## config.mk

```make
export PLATFORM = sky130hd
export DESIGN_NAME = id_ex_stage
export DESIGN_NICKNAME = d
export VERILOG_FILES = /design/src/rtl/id_ex_stage.sv
export SDC_FILE = /design/constraint.sdc
export NUM_CORES = 1
export LEC_CHECK = 0
export CAP_MARGIN = 15
export CELL_PAD_IN_SITES_DETAIL_PLACEMENT = 1
export CELL_PAD_IN_SITES_GLOBAL_PLACEMENT = 2
export CORE_ASPECT_RATIO = 1.1
export CORE_MARGIN = 2
export CORE_UTILIZATION = 21
export DETAILED_ROUTE_END_ITERATION = 7
export HOLD_SLACK_MARGIN = 0.1
export PLACE_DENSITY_LB_ADDON = 0.1
export SKIP_LAST_GASP = 1
export SLEW_MARGIN = 20
export SYNTH_ARGS = -nofsm -noshare
export SYNTH_HDL_FRONTEND = slang
export SYNTH_SLANG_ARGS = --single-unit
```

## constraint.sdc

```tcl
create_clock -name clk -period 2.7 [get_ports clk]
set_input_delay 0.54 -clock clk [delete_from_list [all_inputs] [get_ports clk]]
set_output_delay 0.54 -clock clk [all_outputs]
set_load 0.02 [all_outputs]
```

## src/rtl/id_ex_stage.sv

```systemverilog
// id_ex_stage: ID/EX pipeline register that feeds the ALU.
// It resolves operand bypassing from EX (alu_result) and WB (wb_rd_data),
// inserts a bubble on a load-use hazard, and uses a valid/ready handshake
// on both sides, with downstream backpressure holding the stage.
// Optional feature: define ID_EX_PERF_CNT_EN to add the 32-bit stall_cnt output,
// which counts the cycles a valid decode instruction is held off by a load-use hazard.

package id_ex_pkg;
    typedef logic [31:0] data_t;
    typedef logic [3:0]  alu_op_t;
endpackage

module id_ex_stage
    import id_ex_pkg::*;
#(
    parameter int REG_ADDR_WIDTH = 5
) (
    input  logic                      clk,
    input  logic                      rst,
    input  logic                      flush,
    // decode side
    input  logic                      id_valid,
    output logic                      id_ready,
    input  data_t                     id_pc,
    input  alu_op_t                   id_alu_op,
    input  logic [REG_ADDR_WIDTH-1:0] id_rs1_addr,
    input  logic [REG_ADDR_WIDTH-1:0] id_rs2_addr,
    input  data_t                     id_rs1_data,
    input  data_t                     id_rs2_data,
    input  data_t                     id_imm,
    input  logic [1:0]                id_op_sel,
    input  logic [REG_ADDR_WIDTH-1:0] id_rd_addr,
    input  logic                      id_rd_we,
    input  logic                      id_is_load,
    // bypass sources
    input  data_t                     alu_result,
    input  logic [REG_ADDR_WIDTH-1:0] wb_rd_addr,
    input  logic                      wb_rd_we,
    input  data_t                     wb_rd_data,
    // execute side
    output logic                      ex_valid,
    input  logic                      ex_ready,
    output alu_op_t                   ex_alu_op,
    output data_t                     ex_operand1,
    output data_t                     ex_operand2,
    output data_t                     ex_store_data,
    output logic [REG_ADDR_WIDTH-1:0] ex_rd_addr,
    output logic                      ex_rd_we,
`ifdef ID_EX_PERF_CNT_EN
    output logic [31:0]               stall_cnt,
`endif
    output logic                      ex_is_load
);

    // Held instruction state
    logic                      valid_q,    valid_d;
    alu_op_t                   alu_op_q,   alu_op_d;
    data_t                     op1_q,      op1_d;
    data_t                     op2_q,      op2_d;
    data_t                     store_q,    store_d;
    logic [REG_ADDR_WIDTH-1:0] rd_addr_q,  rd_addr_d;
    logic                      rd_we_q,    rd_we_d;
    logic                      is_load_q,  is_load_d;

    logic  advance;
    logic  load_use;
    logic  ex_fwd_ok;
    logic  wb_fwd_ok;
    data_t fwd1;
    data_t fwd2;

    // The stage can take a new instruction when empty or when the held one leaves.
    assign advance = !valid_q || ex_ready;

    // A held load cannot supply its data until it reaches WB, so a dependent
    // instruction waits one cycle behind a bubble.
    assign load_use = valid_q && is_load_q && rd_we_q && (rd_addr_q != '0) &&
                      ((rd_addr_q == id_rs1_addr) || (rd_addr_q == id_rs2_addr));

    assign id_ready = advance && !load_use && !flush;

    // Bypass sources are qualified once; register 0 is never a bypass target.
    assign ex_fwd_ok = valid_q && rd_we_q && !is_load_q && (rd_addr_q != '0);
    assign wb_fwd_ok = wb_rd_we && (wb_rd_addr != '0);

    // Select the freshest value for each source register, with EX ahead of WB.
    always_comb begin
        // NOTE: every always_comb output gets a default first so no latch is inferred.
        fwd1 = id_rs1_data;
        fwd2 = id_rs2_data;
        if (ex_fwd_ok && (rd_addr_q == id_rs1_addr)) begin
            fwd1 = alu_result;
        end else if (wb_fwd_ok && (wb_rd_addr == id_rs1_addr)) begin
            fwd1 = wb_rd_data;
        end
        if (ex_fwd_ok && (rd_addr_q == id_rs2_addr)) begin
            fwd2 = alu_result;
        end else if (wb_fwd_ok && (wb_rd_addr == id_rs2_addr)) begin
            fwd2 = wb_rd_data;
        end
    end

    // Next-state: a flush kills the held instruction, advance loads, otherwise hold.
    always_comb begin
        valid_d   = valid_q;
        alu_op_d  = alu_op_q;
        op1_d     = op1_q;
        op2_d     = op2_q;
        store_d   = store_q;
        rd_addr_d = rd_addr_q;
        rd_we_d   = rd_we_q;
        is_load_d = is_load_q;
        if (flush) begin
            valid_d = 1'b0;
        end else if (advance) begin
            // On a load-use bubble the fields still load; only valid is suppressed.
            valid_d   = id_valid && !load_use;
            alu_op_d  = id_alu_op;
            op1_d     = id_op_sel[0] ? id_pc  : fwd1;
            op2_d     = id_op_sel[1] ? id_imm : fwd2;
            store_d   = fwd2;
            rd_addr_d = id_rd_addr;
            rd_we_d   = id_rd_we;
            is_load_d = id_is_load;
        end
    end

    // Pipeline register with synchronous reset.
    always_ff @(posedge clk) begin
        // NOTE: reset clears every field, not just valid, so outputs read 0 after reset.
        if (rst) begin
            // NOTE: sequential state uses non-blocking assignments only.
            valid_q   <= 1'b0;
            alu_op_q  <= '0;
            op1_q     <= '0;
            op2_q     <= '0;
            store_q   <= '0;
            rd_addr_q <= '0;
            rd_we_q   <= 1'b0;
            is_load_q <= 1'b0;
        end else begin
            valid_q   <= valid_d;
            alu_op_q  <= alu_op_d;
            op1_q     <= op1_d;
            op2_q     <= op2_d;
            store_q   <= store_d;
            rd_addr_q <= rd_addr_d;
            rd_we_q   <= rd_we_d;
            is_load_q <= is_load_d;
        end
    end

    assign ex_valid      = valid_q;
    assign ex_alu_op     = alu_op_q;
    assign ex_operand1   = op1_q;
    assign ex_operand2   = op2_q;
    assign ex_store_data = store_q;
    assign ex_rd_addr    = rd_addr_q;
    assign ex_rd_we      = rd_we_q;
    assign ex_is_load    = is_load_q;

`ifdef ID_EX_PERF_CNT_EN
    logic [31:0] stall_cnt_q;

    // Count the cycles a presented instruction is held off by a load-use hazard; wraps at 2^32.
    always_ff @(posedge clk) begin
        if (rst) begin
            stall_cnt_q <= '0;
        end else if (id_valid && load_use && !flush) begin
            stall_cnt_q <= stall_cnt_q + 32'd1;
        end
    end

    assign stall_cnt = stall_cnt_q;
`endif

endmodule

```

==> qor.yml, run 1 <==
drc: 0
io_buffers: 334
gr-usage-all-layers: 0.197
syn-cell-area_mm2: 0.00599
ios: 335
routabilityCongestion: 0.764
cts_sinks: 108
leakagePower_nw: 3.77
fin_nets: 1270
worstHoldPathCells: 2
synth.distinct_cells: 35
cts.clk_slew.worst_paths_ps: 80
worstSkewPairLatency_ps: 370
reg2reg_slack_ps: 240
diodes: 0
post-route-period-util: 0.948
synth_seq_cells: 108
setup_ws_ps: 142
fmax_mhz: 391
drt_iter0_drc: 314
grt-ovfl-total: 0
path_max_fanout: 5
dp_slack_ps: -415
clock_path_buffers: 2
ys_warn_count: 0
cts_tree: "built"
yosysTopAreaCellShare: 0.361
core_mm2: 0.0279
nFillCells: 3184
avgSynthCellArea_um2: 8.34
ir_drop_uv: 212
cp-startpoint: "ex_rd_addr[1]"
die_x_um: 165
finalHoldWorstSlack_ps: 465
crit_type: "reg2out"
ys.flop_type: "dfxtp_1"
area_growth_pct: 73.1
hold_path_class: "reg2reg"
vias: 6891
grt_pass1_vias: 7417
synth-simple-area-share: 0.183
synth-edff-count: 0
seqCellArea_mm2: 0.00216
place_area_mm2: 0.0100
tightest_slew_ps: 543
die_h_um: 181
drt_pass1_iterations: 4
synth.mux.area_fraction: 0.0535
multiInputGateArea_mm2: 0.00353
htree_levels: 3
grt_setup_unrepaired: "false"
r2r-start: "ex_rd_addr[0]"
hold_violations: 0
ys_seq_area_frac: 0.361
syn_nets: 944
arrival_ps: 2020
num_rows: 64
synth_cells: 718
synthArstFlopShare: 0
synthAdderAreaFrac: 0
yosys.area.top_type: "dfxtp_1"
wl_per_cell_um: 21.1
fin_skew_ps: 14.1
synth_compound_area_frac: 0.318
design_area_mm2: 0.0104
synth_xor_area_frac: 0.0293
critPathLaunchType: "register"
status: "finished, final reports clean"
dieArea_mm2: 0.0299
cts-buffers-inserted: 9
postRouteWirelength_mm: 29.7
grt_pass1_wl_mm: 44.6
start_util: 0.214
drive_above_1_share: 0.0880
ant_nets: 0
final.min_clock_period_ps: 2560
drv_slew: 0
setup_viol: 0
timing.rr.end: "ex_store_data[9]"
p_per_area_mw_per_mm2: 437
max_slew_margin: 0.638
critPathCapture: "id_ready"
cap_violations: 0
critPathRequiredTime_ps: 2160
grt_max_degree: 130
hpwl_mm: 21.6
reg2regPathDepth: 7
synth_top_family_by_area: "compound AO/OA/AOI/OAI gates"
grt_antenna_before_repair: 1
critPathCaptureType: "primary output"
avgViaCountPerCell: 4.89
totalPowerFinal_w: 0.00453
root_buffer: "clkbuf_16"
synth.top_cells.by_area: "dfxtp_1, nand3b_1, a2111oi_0, mux2i_1, o21ai_0"
## routing by layer
| layer | track usage | vias up | wire, µm |
|---|---|---|---|
| li1 | - | 3332 | - |
| met1 | 0.248 | 3333 | 13100 |
| met2 | 0.332 | 202 | 14000 |
| met3 | 0.0556 | 22 | 2180 |
| met4 | 0.0410 | 2 | 350 |
| met5 | 0 | - | 13 |
## worst max-delay path, cell delays in order, from the launching register on
cell and delay, ps:
dfxtp_1 480, xnor2_1 160, nand3_1 140, or2_2 290
a211o_1 270, and2_1 160, buf_4 150
## cells by family after synthesis
logic type / Yosys count
compound gates: 267
simple gates: 214
flops: 108
buf+inv: 77
mux: 32
xor+xnor: 20
## metrics by stage
step	TNS, ps	util	instances
2_1_floorplan	0	-	718
3_3_place_gp	-9060	0.360	1395
3_5_place_dp	-10870	0.360	1395
4_1_cts	0	0.370	1408
5_1_grt	0	0.371	1409
6_report	0	0.371	1409
## flip-flops by register name, indices dropped and copies added (netlist names)
| register | cells |
|---|---|
| ex_rd_addr | 5 |
| ex_operand1 | 32 |
| ex_operand2 | 32 |
| ex_is_load | 1 |
| ex_alu_op | 4 |
| ex_valid | 1 |
| ex_store_data | 32 |
| ex_rd_we | 1 |
## synth_stat cells (11+ instances only)
cell and number:
dfxtp_1 108, nor2_1 69, nand3b_1 64, o21ai_0 64
nand2_1 57, clkbuf_1 56, a21oi_1 42, a2111oi_0 38
a211oi_1 32, mux2i_1 32, a21o_1 30, a31o_1 26
a2111oi_1 24, xor2_1 11
## placed cells by master (no fill, tap or decap), types with 2 or more instances in the layout
cell type and n:
dlymetal6s2s_1 4, nand3_1 5, nor2_4 2, dlygate4sd2_1 4, a2111oi_1 24, nor3_1 6
buf_2 2, a31o_2 6, nor3_2 2, a32o_1 2, nand3b_1 64, a21oi_1 42
buf_4 46, a31o_1 26, xnor2_1 9, nor2_1 67, o21ai_0 64, a2111oi_0 38
bufinv_16 2, nand2_1 57, mux2i_1 32, clkdlybuf4s50_1 322, clkbuf_16 9, buf_12 12
a21o_1 30, xor2_1 11, inv_1 2, a211oi_1 32, dfxtp_1 108
## where the power goes
group / total, W / internal, W / switching [W] / leakage (nW)
logic: 0.00128 / 0.000694 / 0.000583 / 2.73
clock network: 0.00147 / 0.000804 / 0.000669 / 0.144
registers: 0.00178 / 0.00171 / 0.0000658 / 0.895
## worst min path at each step
stage | start | endpoint
floorplan | ex_alu_op[0] | ex_alu_op[0]
global placement | ex_alu_op[2] | ex_alu_op[2]
finish | ex_alu_op[3] | ex_alu_op[3]
detailed placement | ex_alu_op[0] | ex_alu_op[0]
global route | ex_store_data[11] | ex_store_data[11]
CTS | ex_alu_op[0] | ex_alu_op[0]
## cell type report
type | count | area share
Clock buffer | 9 | 0.0217
Inverter | 2 | 0.000725
Timing Repair Buffer | 390 | 0.377
Tap cell | 363 | 0.0438
Clock inverter | 4 | 0.00737
Sequential cell | 108 | 0.209
Multi-Input combinational cell | 533 | 0.341
## what timing repair did
action	CTS	global route
hold buffers	0	0
setup endpoints to repair	1	1
gates resized for setup	9	4
buffers inserted	0	1
pin swaps	4	3
Note: power is estimated with default switching activity, not from simulation.
==> run 2: changes to the inputs <==
--- a/config.mk
+++ b/config.mk
@@ -11,8 +11,9 @@
 export CORE_ASPECT_RATIO = 1.1
 export CORE_MARGIN = 2
 export CORE_UTILIZATION = 21
+export CTS_BUF_LIST = sky130_fd_sc_hd__clkbuf_4 sky130_fd_sc_hd__clkbuf_8
 export DETAILED_ROUTE_END_ITERATION = 7
-export HOLD_SLACK_MARGIN = 0.1
+export HOLD_SLACK_MARGIN = 0.15
 export PLACE_DENSITY_LB_ADDON = 0.1
 export SKIP_LAST_GASP = 1
 export SLEW_MARGIN = 20
==> run 2 against run 1 <==
Against the previous run:
- utilization decreased by 0.35 points
- cell count unchanged
- critical path type unchanged
- flip-flop and latch count unchanged
- non-clock buffer count unchanged
- power decreased by 7.5%
- setup slack gained 32 ps
- clock-buffer cell count unchanged
- combinational power about the same
- sequential power about the same
- largest cell class unchanged
- global-route usage decreased by 0.065 points
- clock power down 23%
- sequential share of layout area rose by 0.23 points
==> qor.yml, run 2 (synthesized netlist as in run 1, its figures left out) <==
use_met2: 0.332  # -0.000502
area_growth_pct: 71.4
grt_pass1_vias: 7428  # +0.15%
hpwl_mm: 21.6  # unchanged
drive_above_1_share: 0.0899  # +0.00191
reg2regPathDepth: 7  # unchanged
cts_sinks: 108  # unchanged
start_util: 0.214  # unchanged
core_mm2: 0.0279  # unchanged
finalSetupTns_ps: 0  # unchanged
place_area_mm2: 0.0100  # unchanged
leakagePower_nw: 3.73  # -1.2%
design_area_mm2: 0.0103  # -0.95%
cap_violations: 0  # unchanged
top_usage_layer: "met2"
num_rows: 64  # unchanged
ios: 335  # unchanged
grt_antenna_before_repair: 1  # unchanged
ir_drop_uv: 170  # -20%
grt_use_met3: 0.0556  # unchanged
grt_pass1_wl_mm: 44.6  # -0.17%
fin_nets: 1270  # unchanged
avgViaCountPerCell: 4.90  # +0.26%
routabilityCongestion: 0.764  # unchanged
tightest_slew_ps: 547  # +4.07 ps
critPathRequiredTime_ps: 2160  # about the same
critPathLaunchType: "register"
arrival_ps: 1990  # -30 ps
drc: 0  # unchanged
cts.clk_slew.worst_paths_ps: 110  # +30 ps
hold_path_class: "reg2reg"
cts-buffers-inserted: 9  # unchanged
mostFrequentLayoutCell: "clkdlybuf4s50_1"
root_buffer: "clkbuf_8"
totalPowerFinal_w: 0.00419  # -7.5%
wl_per_cell_um: 21.1  # about the same
die_x_um: 165  # unchanged
hold_violations: 0  # unchanged
grt-ovfl-total: 0  # unchanged
postRouteWirelength_mm: 29.7  # about the same
die_h_um: 181  # unchanged
clock_path_buffers: 2  # unchanged
worstSkewPairLatency_ps: 390  # +20 ps
p_per_area_mw_per_mm2: 408  # -6.7%
nFillCells: 3201  # +0.53%
io_buffers: 334  # unchanged
post-route-period-util: 0.936  # -0.0117
grt_setup_unrepaired: "false"
fin_skew_ps: 17.4  # +3.36 ps
finalHoldWorstSlack_ps: 470  # +4.87 ps
setup_viol: 0  # unchanged
drt_iter0_drc: 312  # -0.64%
mostFrequentLayoutCells: "clkdlybuf4s50_1, dfxtp_1, nor2_1, nand3b_1, o21ai_0"
drt_pass1_iterations: 4  # unchanged
crit_type: "reg2out"
worstHoldPathCells: 2  # unchanged
grt_use_met1: 0.248  # about the same
critPathCaptureType: "primary output"
dieArea_mm2: 0.0299  # unchanged
path_max_fanout: 3  # -2
max_slew_margin: 0.635  # -0.00271
diodes: 0  # unchanged
htree_levels: 3  # unchanged
drv_slew: 0  # unchanged
status: "finished, final reports clean"
cts_tree: "built"
vias: 6909  # +0.26%
fmax_mhz: 396  # +1.3%
ant_nets: 0  # unchanged
grt_max_degree: 130  # unchanged
gr-usage-all-layers: 0.196  # -0.000650
final.min_clock_period_ps: 2530  # -31.6 ps
[run 2: layout make-up]
type / instances / area (µm²) / share of cell area
multi-input cells: 533 / 3530 / 0.344
flip-flops and latches: 108 / 2160 / 0.211
inverters: 2 / 7.51 / 0.000732
well taps: 363 / 454 / 0.0443
clock buffers: 9 / 124 / 0.0121
repair buffers: 390 / 3900 / 0.380
clock inverters: 4 / 76.3 / 0.00744
[run 2: worst paths after layout]
check / start / end / slack [ps]
setup reg to reg: ex_rd_addr[0] / ex_store_data[9] / 280
hold / removal: ex_alu_op[3] / ex_alu_op[3] / 470
setup / recovery: ex_rd_addr[4] / id_ready / 170
hold reg to reg: ex_alu_op[3] / ex_alu_op[3] / 470
[run 2: timing repair]
action                     in CTS  in global routing
gates resized for setup         9                  6
hold buffers                    0                  0
setup endpoints to repair       1                  1
pin swaps                       4                  3
buffers inserted                0                  1
[run 2: report_power, final]
| part | internal, W | total [W] | switching [W] | leakage [nW] |
|---|---|---|---|---|
| Clock | 0.000513 | 0.00113 | 0.000617 | 0.0977 |
| Combinational | 0.000694 | 0.00128 | 0.000584 | 2.73 |
| Sequential | 0.00171 | 0.00178 | 0.0000658 | 0.896 |
[run 2: layer usage]
| layer | wire length [µm] | vias to the layer above | share of wire |
|---|---|---|---|
| met3 | 2130 | 18 | 0.072 |
| met4 | 302 | 2 | 0.010 |
| met1 | 13100 | 3358 | 0.44 |
| met5 | 13 | - | 0.00044 |
| li1 | - | 3333 | - |
| met2 | 14100 | 198 | 0.47 |
[run 2: critical path: stages (launching register included)]
cell and delay [ps]:
dfxtp_1 430, xnor2_1 140, nand3_1 150, or2_2 300
a211o_1 270, and2_1 160, buf_4 150
[run 2: metrics by stage]
step,setup WS [ps],util,cells
finish,173,0.367,1409
global route,27.0,0.367,1409
CTS,0.00511,0.366,1408
detailed placement,-415,0.360,1395
global placement,-416,0.360,1395
floorplan,285,-,718
==> run 3: changes to the inputs <==
--- a/config.mk
+++ b/config.mk
@@ -13,6 +13,7 @@
 export CORE_UTILIZATION = 21
 export CTS_BUF_LIST = sky130_fd_sc_hd__clkbuf_4 sky130_fd_sc_hd__clkbuf_8
 export DETAILED_ROUTE_END_ITERATION = 7
+export GPL_TIMING_DRIVEN = 0
 export HOLD_SLACK_MARGIN = 0.15
 export PLACE_DENSITY_LB_ADDON = 0.1
 export SKIP_LAST_GASP = 1
==> run 3 against run 2 <==
Against the previous run:
- routed wire length rose by 11%
- clock power fell by 4%
- power barely moved
- largest cell class unchanged
- highest routed layer unchanged
==> qor.yml, run 3 (synthesized netlist as in run 1, its figures left out) <==
cts-buffers-inserted: 9  # unchanged
worstSkewPairLatency_ps: 400  # about the same
die_h_um: 181  # unchanged
top_layer: "met5"
reg2reg_slack_ps: 180  # -100 ps
grt_max_degree: 20  # -85%
leakagePower_nw: 3.62  # -2.8%
die_x_um: 165  # unchanged
critPathRequiredTime_ps: 3020  # +860 ps
vias: 7021  # +1.6%
io_buffers: 331  # -0.90%
drt_pass1_iterations: 6  # +2
hold_violations: 0  # unchanged
critPathCaptureType: "register"
post-route-period-util: 0.973  # +0.0376
grt_setup_unrepaired: "true"
wl_met1_mm: 14.5  # +10%
root_buffer: "clkbuf_8"
htree_levels: 3  # unchanged
cap_violations: 0  # unchanged
area_growth_pct: 70.0
routabilityCongestion: 0.785  # +2.7%
tightest_slew_ps: 819  # +272 ps
cts.clk_slew.worst_paths_ps: 110  # about the same
grt-ovfl-total: 0  # unchanged
max_slew_margin: 0.454  # -0.181
path_max_fanout: 10  # +7
drc: 0  # unchanged
status: "finished, final reports clean"
clock_path_buffers: 2  # unchanged
cts_sinks: 108  # unchanged
mostFrequentLayoutCell: "clkdlybuf4s50_1"
finalHoldWorstSlack_ps: 470  # +0.0240 ps
hpwl_mm: 25.3  # +17%
avgViaCountPerCell: 4.90  # about the same
mostFrequentLayoutCells: "clkdlybuf4s50_1, dfxtp_1, nor2_1, nand3b_1, o21ai_0"
fin_nets: 1289  # +1.5%
ant_nets: 0  # unchanged
grt_pass1_vias: 7504  # +1.0%
drt_iter0_drc: 306  # -1.9%
num_rows: 64  # unchanged
start_util: 0.214  # unchanged
ir_drop_uv: 198  # +17%
dp.cells: 1412  # +1.2%
setup_viol: 0  # unchanged
postRouteWirelength_mm: 33.0  # +11%
drv_slew: 0  # unchanged
arrival_ps: 2950  # +960 ps
wl_met3_mm: 2.07  # -2.5%
setup_ws_ps: 71.6  # -102 ps
gr-usage-all-layers: 0.218  # +0.0220
place_area_mm2: 0.00975  # -2.9%
worstHoldPathCells: 2  # unchanged
stdcell_count: 1432  # +1.6%
p_per_area_mw_per_mm2: 412  # +0.85%
fmax_mhz: 380  # -3.9%
fin_skew_ps: 22.7  # +5.30 ps
cts_hold_buf: 0  # unchanged
cts_tree: "built"
core_mm2: 0.0279  # unchanged
wl_met2_mm: 15.9  # +13%
dieArea_mm2: 0.0299  # unchanged
grt_pass1_wl_mm: 48.0  # +7.7%
dp_slack_ps: -1700  # -1290 ps
grt_antenna_before_repair: 4  # +3
wl_per_cell_um: 23.0  # +9.5%
design_area_mm2: 0.0102  # -0.82%
drive_above_1_share: 0.0769  # -0.0130
hold_path_class: "reg2reg"
critPathLaunchType: "primary input"
ios: 335  # unchanged
crit_type: "in2reg"
final.min_clock_period_ps: 2630  # +102 ps
reg2regPathDepth: 7  # unchanged
[run 3: cell types whose count changed in the layout (fill, tap and decap cells not counted), moves of 12 or more]
cell	change
buf_4	-39
clkbuf_1	+36
a2111oi_0	-20
buf_12	-12
clkbuf_2	+12
[run 3: through the flow]
stage | setup TNS, ps | utilization | power, W
2_1_floorplan | 0 | - | 0.00232
3_3_place_gp | -64160 | 0.349 | 0.00310
3_5_place_dp | -65600 | 0.349 | 0.00310
4_1_cts | -150 | 0.359 | 0.00423
5_1_grt | -238 | 0.364 | 0.00440
6_report | 0 | 0.364 | 0.00419
[run 3: where the power goes]
| group | switching (W) | total (W) | internal [W] |
|---|---|---|---|
| Combinational | 0.000629 | 0.00131 | 0.000684 |
| Sequential | 0.0000678 | 0.00178 | 0.00171 |
| Clock | 0.000653 | 0.00109 | 0.000440 |
[run 3: final cells by class]
| type | instances | area, µm² |
|---|---|---|
| clock buffers | 10 | 131 |
| repair buffers | 336 | 3350 |
| fillers | 3271 | 17800 |
| multi-input cells | 533 | 3600 |
| flip-flops and latches | 108 | 2160 |
| diodes | 2 | 5.00 |
| well taps | 363 | 454 |
| inverters | 2 | 7.51 |
| clock inverters | 5 | 61.3 |
| plain buffers | 73 | 394 |
[run 3: worst max-delay path, cell delays in order]
cell and delay (ps):
clkdlybuf4s50_1 400, nor2b_1 280, or2_0 170, clkbuf_1 310, clkbuf_1 520, buf_1 470
nand2_1 110, a21oi_1 160
[run 3: metal layers]
metal  vias to the layer above  track usage
met5                         -            0
met4                         2       0.0574
met3                        29       0.0507
met2                       220        0.375
met1                      3388        0.272
li1                       3382            -
[run 3: worst paths after layout]
path / endpoint / startpoint
setup / recovery: ex_alu_op[1] / ex_ready
hold / removal: ex_alu_op[0] / ex_alu_op[0]
setup reg to reg: ex_alu_op[1] / ex_valid
hold reg to reg: ex_alu_op[0] / ex_alu_op[0]
[run 3: what timing repair did]
action                     in CTS  in global routing
setup endpoints to repair     102                 90
resized for setup              39                 59
buffers inserted                3                  2
pin swaps                       5                  4
